### config.mk
export PLATFORM = sky130hd
export DESIGN_NAME = muldiv_sequencer_flat
export DESIGN_NICKNAME = d
export VERILOG_FILES = /design/src/rtl/muldiv_sequencer_if.sv /design/src/rtl/muldiv_sequencer.sv /design/src/flat_wrapper.sv
export SDC_FILE = /design/constraint.sdc
export NUM_CORES = 1
export LEC_CHECK = 0
export CAP_MARGIN = 20
export CORE_UTILIZATION = 30
export DETAILED_ROUTE_END_ITERATION = 10
export SLEW_MARGIN = 30
export SYNTH_ARGS = -nofsm -noshare
export SYNTH_HDL_FRONTEND = slang
export SYNTH_SLANG_ARGS = --single-unit
### constraint.sdc
create_clock -name clk -period 5.21 [get_ports clk]
set_input_delay 0.7815 -clock clk [delete_from_list [all_inputs] [get_ports clk]]
set_output_delay 0.7815 -clock clk [all_outputs]
set_load 0.05 [all_outputs]
### src/rtl/muldiv_sequencer_if.sv
// rtl/muldiv_sequencer_if.sv - pipeline-side bundle for the HI/LO multiply/divide unit
//
// Purpose: groups the request, MTHI/MTLO, MFHI/MFLO hazard and result
// signals shared between the pipeline (master) and the sequencer (slave).
// Signals:
//   start, op[1:0], srcA, srcB   operation request (op: 00 MULT, 01 MULTU, 10 DIV, 11 DIVU)
//   hi_we, lo_we, wdata          MTHI / MTLO writes
//   rd_req                       decode stage holds an MFHI/MFLO
//   busy, done, stall            sequencer status
//   hi, lo                       architectural HI/LO registers
interface muldiv_sequencer_if #(parameter int XLEN = 32);
  logic            start;
  logic [1:0]      op;
  logic [XLEN-1:0] srcA;
  logic [XLEN-1:0] srcB;
  logic            hi_we;
  logic            lo_we;
  logic [XLEN-1:0] wdata;
  logic            rd_req;
  logic            busy;
  logic            done;
  logic            stall;
  logic [XLEN-1:0] hi;
  logic [XLEN-1:0] lo;

  modport master (
    output start, op, srcA, srcB, hi_we, lo_we, wdata, rd_req,
    input  busy, done, stall, hi, lo
  );

  modport slave (
    input  start, op, srcA, srcB, hi_we, lo_we, wdata, rd_req,
    output busy, done, stall, hi, lo
  );
endinterface

### src/rtl/muldiv_sequencer.sv
// rtl/muldiv_sequencer.sv - iterative radix-2 multiply/divide sequencer with HI/LO registers
//
// Purpose: 34-cycle MULT/MULTU/DIV/DIVU unit owning the HI/LO registers.
// One shift-add (multiply) or restoring shift-subtract (divide) step per
// cycle over operand magnitudes, then one sign-fix cycle that writes HI/LO.
// Ports:
//   clk         rising-edge clock
//   rst         asynchronous active-low reset
//   bus (slave) start/op/srcA/srcB, hi_we/lo_we/wdata, rd_req in;
//               busy/done/stall/hi/lo out
module muldiv_sequencer #(
  parameter int XLEN = 32
) (
  input logic               clk,
  input logic               rst,
  muldiv_sequencer_if.slave bus
);

  typedef enum logic [1:0] {S_IDLE, S_RUN, S_FIX, S_DONE} state_t;

  state_t          state_q, state_d;
  logic [5:0]      cnt_q, cnt_d;
  logic [1:0]      op_q, op_d;
  logic            sa_q, sa_d, sb_q, sb_d;
  logic [XLEN-1:0] a_q, a_d, b_q, b_d;
  logic [XLEN-1:0] acc_hi_q, acc_hi_d, acc_lo_q, acc_lo_d;
  logic [XLEN-1:0] hi_q, hi_d, lo_q, lo_d;

  logic busy, done, idle_like;

  // Operand capture: signs only matter for the signed ops (op[0] == 0).
  logic            a_neg, b_neg;
  logic [XLEN-1:0] a_mag, b_mag;
  assign a_neg = ~bus.op[0] & bus.srcA[XLEN-1];
  assign b_neg = ~bus.op[0] & bus.srcB[XLEN-1];
  assign a_mag = a_neg ? -bus.srcA : bus.srcA;
  assign b_mag = b_neg ? -bus.srcB : bus.srcB;

  // Multiply step: {acc_hi, acc_lo} holds partial product over the
  // multiplier, which shifts out of acc_lo from the LSB.
  logic [XLEN:0] msum;
  assign msum = {1'b0, acc_hi_q} + {1'b0, (acc_lo_q[0] ? a_q : '0)};

  // Divide step: acc_hi is the partial remainder, acc_lo shifts the dividend
  // out at the top and collects quotient bits at the bottom.
  logic [XLEN:0]   dshift;
  logic            dfit;
  logic [XLEN-1:0] dsub;
  assign dshift = {acc_hi_q, acc_lo_q[XLEN-1]};
  assign dfit   = dshift >= {1'b0, b_q};
  assign dsub   = dshift[XLEN-1:0] - b_q;  // exact: true difference is below 2^XLEN

  // Sign fix. A zero divisor never sets quotient sign, so lo stays all-ones
  // while the remainder (the full dividend magnitude) regains srcA's sign.
  logic [2*XLEN-1:0] prod_fix;
  logic [XLEN-1:0]   quo_fix, rem_fix;
  assign prod_fix = (sa_q ^ sb_q) ? -{acc_hi_q, acc_lo_q} : {acc_hi_q, acc_lo_q};
  assign quo_fix  = (b_q == '0) ? '1 : ((sa_q ^ sb_q) ? -acc_lo_q : acc_lo_q);
  assign rem_fix  = sa_q ? -acc_hi_q : acc_hi_q;

  // FSM state register
  always_ff @(posedge clk or negedge rst) begin
    if (!rst) state_q <= S_IDLE;
    else      state_q <= state_d;
  end

  // FSM next state
  always_comb begin
    state_d = state_q;
    case (state_q)
      S_IDLE:  if (bus.start) state_d = S_RUN;
      S_RUN:   if (cnt_q == 6'(XLEN - 1)) state_d = S_FIX;
      S_FIX:   state_d = S_DONE;
      S_DONE:  state_d = bus.start ? S_RUN : S_IDLE;
      default: state_d = S_IDLE;
    endcase
  end

  // FSM outputs
  always_comb begin
    busy      = (state_q == S_RUN) || (state_q == S_FIX);
    done      = (state_q == S_DONE);
    idle_like = (state_q == S_IDLE) || (state_q == S_DONE);
  end

  assign bus.busy  = busy;
  assign bus.done  = done;
  assign bus.stall = bus.rd_req & busy;
  assign bus.hi    = hi_q;
  assign bus.lo    = lo_q;

  // Datapath next state
  always_comb begin
    cnt_d    = cnt_q;
    op_d     = op_q;
    sa_d     = sa_q;
    sb_d     = sb_q;
    a_d      = a_q;
    b_d      = b_q;
    acc_hi_d = acc_hi_q;
    acc_lo_d = acc_lo_q;
    hi_d     = hi_q;
    lo_d     = lo_q;
    if (idle_like) begin
      if (bus.hi_we) hi_d = bus.wdata;
      if (bus.lo_we) lo_d = bus.wdata;
      if (bus.start) begin
        op_d     = bus.op;
        sa_d     = a_neg;
        sb_d     = b_neg;
        a_d      = a_mag;
        b_d      = b_mag;
        cnt_d    = '0;
        acc_hi_d = '0;
        acc_lo_d = bus.op[1] ? a_mag : b_mag;
      end
    end else if (state_q == S_RUN) begin
      cnt_d = cnt_q + 6'd1;
      if (op_q[1]) begin
        acc_hi_d = dfit ? dsub : dshift[XLEN-1:0];
        acc_lo_d = {acc_lo_q[XLEN-2:0], dfit};
      end else begin
        acc_hi_d = msum[XLEN:1];
        acc_lo_d = {msum[0], acc_lo_q[XLEN-1:1]};
      end
    end else if (state_q == S_FIX) begin
      if (op_q[1]) begin
        hi_d = rem_fix;
        lo_d = quo_fix;
      end else begin
        {hi_d, lo_d} = prod_fix;
      end
    end
  end

  // Datapath registers
  always_ff @(posedge clk or negedge rst) begin
    if (!rst) begin
      cnt_q    <= '0;
      op_q     <= '0;
      sa_q     <= 1'b0;
      sb_q     <= 1'b0;
      a_q      <= '0;
      b_q      <= '0;
      acc_hi_q <= '0;
      acc_lo_q <= '0;
      hi_q     <= '0;
      lo_q     <= '0;
    end else begin
      cnt_q    <= cnt_d;
      op_q     <= op_d;
      sa_q     <= sa_d;
      sb_q     <= sb_d;
      a_q      <= a_d;
      b_q      <= b_d;
      acc_hi_q <= acc_hi_d;
      acc_lo_q <= acc_lo_d;
      hi_q     <= hi_d;
      lo_q     <= lo_d;
    end
  end

endmodule

### src/flat_wrapper.sv
// flat-port wrapper written by rule: the top's interface ports become plain ports
module muldiv_sequencer_flat 
#(
  parameter int XLEN = 32
)
  (clk, rst, bus_start, bus_op, bus_srcA, bus_srcB, bus_hi_we, bus_lo_we, bus_wdata, bus_rd_req, bus_busy, bus_done, bus_stall, bus_hi, bus_lo);
  muldiv_sequencer_if #(.XLEN(XLEN)) bus_i ();
  input logic clk;
  input logic rst;
  input wire logic [$bits(bus_i.start)-1:0] bus_start;
  input wire logic [$bits(bus_i.op)-1:0] bus_op;
  input wire logic [$bits(bus_i.srcA)-1:0] bus_srcA;
  input wire logic [$bits(bus_i.srcB)-1:0] bus_srcB;
  input wire logic [$bits(bus_i.hi_we)-1:0] bus_hi_we;
  input wire logic [$bits(bus_i.lo_we)-1:0] bus_lo_we;
  input wire logic [$bits(bus_i.wdata)-1:0] bus_wdata;
  input wire logic [$bits(bus_i.rd_req)-1:0] bus_rd_req;
  output wire logic [$bits(bus_i.busy)-1:0] bus_busy;
  output wire logic [$bits(bus_i.done)-1:0] bus_done;
  output wire logic [$bits(bus_i.stall)-1:0] bus_stall;
  output wire logic [$bits(bus_i.hi)-1:0] bus_hi;
  output wire logic [$bits(bus_i.lo)-1:0] bus_lo;
  assign bus_i.start = bus_start;
  assign bus_i.op = bus_op;
  assign bus_i.srcA = bus_srcA;
  assign bus_i.srcB = bus_srcB;
  assign bus_i.hi_we = bus_hi_we;
  assign bus_i.lo_we = bus_lo_we;
  assign bus_i.wdata = bus_wdata;
  assign bus_i.rd_req = bus_rd_req;
  assign bus_busy = bus_i.busy;
  assign bus_done = bus_i.done;
  assign bus_stall = bus_i.stall;
  assign bus_hi = bus_i.hi;
  assign bus_lo = bus_i.lo;
  muldiv_sequencer #(.XLEN(XLEN)) u_core (.clk(clk), .rst(rst), .bus(bus_i));
endmodule
==> impl_metrics.csv <==
group,metric,value,unit
clock_network,clk_latency,0.55,ns
setup_path,crit_path_start,"u_core.acc_lo_q[0]",
logic_synthesis,ys_seq_area_frac,0.320,
global_routing,grt_max_degree,92,
timing,hold-worst-slack,0.251,ns
route,wl_met2,28800,µm
cells_and_area,antennaDiodeCount,0,
power,leakage,8.22,nW
cells_and_area,area_growth,21.5,%
route,drt_pass1_iterations,6,
timing,slew_headroom,0.380,
global_routing,overflow,0,
setup_path,cp_top_family,"compound AO/OA/AOI/OAI gates",
setup_path,crit_type,"reg2reg",
floorplan,die_w,232,µm
floorplan,dieHeight,232,µm
setup_path,worstSetupStartpointType,"flop",
setup_path,r2r_setup_slack,1.20,ns
worst_hold_path,hold_class,"in2async",
logic_synthesis,synthArstFlopShare,1.00,
setup_path,timing.rr.end,"u_core.acc_hi_q[23]",
floorplan,io_pins,171,
logic_synthesis,synth_edf_count,0,
timing,fin_skew,0.00841,ns
global_routing,grt_pass1_wl,92800,µm
setup_path,crit_path_end_kind,"flop",
clock_network,root_buffer,"clkbuf_16",
floorplan,coreArea,0.0518,mm²
timing,fmax,250,MHz
floorplan,std_cell_rows,83,
cells_and_area,final_cell_area,0.0193,mm²
floorplan,initial_core_util,0.307,
logic_synthesis,synth_area_leaders,"dfrtp_1 32%, o21ai_0 7.3%, ha_1 5.8%",
place,routabilityCongestion,0.946,
clock_network,postCtsSetupBuffers,0,
setup_path,critical_path_arrival,4.40,ns
cells_and_area,fin_util,0.373,
place,io_buffers,170,
clock_network,clk_pin_slew,0.06,ns
power,finalPower,15.2,mW
timing,final.min_clock_period,4.01,ns
setup_path,worstReg2RegStart,"u_core.acc_lo_q[0]",
route,via_per_inst,5.62,
route,wl_met3,3850,µm
timing,fin_crit_sh,0.769,
power,ir_worst_vdd,0.756,mV
logic_synthesis,synth-main-ff-cell,"dfrtp_1",
setup_path,critical_path.endpoint,"u_core.acc_hi_q[23]",
timing,rsz0062_at_grt,"false",
cells_and_area,nNetsFinal,2274,
setup_path,cp_cell_sequence,"and2_1, ha_1, and3_1, a221o_1, a221o_1, o21ai_0, nand2b_1, a221oi_1, o21ai_0, xnor2_1, o221ai_1",
logic_synthesis,yosysUniqueCellTypes,71,
logic_synthesis,syn-num-nets,2152,
clock_network,htreeDepth,1,
run,max-cap-violations,0,
logic_synthesis,synth_top_area_frac,0.320,
timing,report.final.setup_viol,0,
power,power_density,785,mW/mm²
place,place_area,0.0184,mm²
clock_network,cts_buffer_depth,3,
route,drc,0,
clock_network,ctsResizeCount,0,
setup_path,path_max_fanout,20,
global_routing,grt_pass1_vias,15000,
timing,slew_violations,0,
setup_path,worstPathRequired,5.60,ns
logic_synthesis,yosysTopAreaCell,"dfrtp_1",
logic_synthesis,postSynthAreaPerCell,8.06,µm²
global_routing,grt.total_usage,0.225,
status,status,"finished clean",
route,routed_wl,61500,µm
route,route.vias.total,15700,
clock_network,cts.sinks,203,
floorplan,dieArea,0.0539,mm²
logic_synthesis,netlist_instances,1972,
clock_network,holdBufCountCts,0,
logic_synthesis,yosysWarnings,0,
route,drtIter0Drc,1583,
setup_path,rr_worst_depth,11,
clock_network,cts_tree,"yes",
timing,worstMarginPinSlew,0.929,ns
logic_synthesis,yosysMostFrequentCell,"o21ai_0",
setup_path,crit_cells,11,
place,dp_hpwl,48400,µm
route,wl_met1,27200,µm
setup_path,crit_buf_inv,0,
route,drt-wirelength-per-cell,22.1,µm
timing,finalHoldViolations,0,
global_routing,antenna_found_initial,2,
cells_and_area,layout-drive-gt1-share,0.0554,
timing,fin_tns_setup,0,ns
route,dr.max_layer_used,"met5",
logic_synthesis,ys_seq_elements,203,
clock_network,cts_made_buffers,25,
setup_path,crit_slowest_cell,"dfrtp_1",
logic_synthesis,syn_area,0.0159,mm²
setup_path,critPathMaxStageDelay,0.80,ns
route,final_antenna_net_count,0,
logic_synthesis,post_synth_most_frequent_cells,"231 x o21ai_0, 213 x nand2_1, 203 x dfrtp_1",
[stage by stage]
| stage | setup slack [ns] | cells |
|---|---|---|
| 4_1_cts | 1.24 | 2791 |
| 3_3_place_gp | 1.13 | 2746 |
| 3_5_place_dp | 1.11 | 2747 |
| 5_1_grt | 0.938 | 2791 |
| 6_report | 1.20 | 2791 |
| 2_1_floorplan | 1.86 | 1972 |
[sequential cells by signal, summed over array words and instances, names as in the netlist]
signal,cells
u_core.acc_hi_q,32
u_core.state_q,2
u_core.bus.lo,32
u_core.sb_q,1
u_core.cnt_q,6
u_core.sa_q,1
u_core.bus.hi,32
u_core.b_q,32
u_core.acc_lo_q,32
u_core.a_q,32
u_core.op_q,1
[worst register-to-register path, cell delays in order (launching register included)]
cell and delay, ns:
dfrtp_1 0.80, and2_1 0.25, ha_1 0.29, and3_1 0.26, a221o_1 0.30, a221o_1 0.39
o21ai_0 0.49, nand2b_1 0.17, a221oi_1 0.41, o21ai_0 0.19, xnor2_1 0.16, o221ai_1 0.13
[power by group]
part	internal (mW)	switching (mW)
clock	1.22	0.732
sequential	2.36	0.928
combinational	3.61	6.31
[kinds of logic after synthesis]
group / count (synthesis) / share of synthesized area
flip-flops: 203 / 0.320
AND/OR/NAND/NOR: 612 / 0.186
AO/OA/AOI/OAI: 646 / 0.245
adder cells (fa/ha/maj): 76 / 0.0608
buffers and inverters: 184 / 0.0438
multiplexers: 80 / 0.0511
XOR/XNOR: 171 / 0.0943
[how the worst min path moves through the flow]
stage | to | startpoint | slack [ns]
2_1_floorplan | u_core.a_q[0] | u_core.a_q[0] | 0.44
3_3_place_gp | u_core.bus.hi[5] | u_core.bus.hi[5] | 0.47
3_5_place_dp | u_core.bus.hi[5] | u_core.bus.hi[5] | 0.47
4_1_cts | u_core.bus.hi[13] | rst | 0.33
5_1_grt | u_core.bus.hi[13] | rst | 0.32
6_report | u_core.bus.hi[13] | rst | 0.25
[metal layers]
metal  vias up  track usage
li1       7354            -
met1      7659        0.309
met2       590        0.368
met3        90       0.0253
met4         2       0.0672
met5         -            0
[area by class of cell]
class / instances / area [µm²]
flip-flops and latches: 203 / 5080
clock buffers: 35 / 733
fillers: 5261 / 32500
clock inverters: 9 / 180
well taps: 680 / 851
multi-input cells: 1585 / 10200
inverters: 69 / 259
repair buffers: 210 / 2030
[cells in the final DEF, fill, tap and decap left out, types with 41 or more instances in the layout]
cell / instances
xor2_1: 66
ha_1: 73
o21ai_0: 231
xnor2_1: 105
mux2i_1: 71
and2_1: 41
nand2_1: 211
clkdlybuf4s50_1: 168
nor2_1: 145
inv_1: 68
a21o_1: 41
dfrtp_1: 202
a21oi_1: 161
Power figures use the tool's default switching activity.
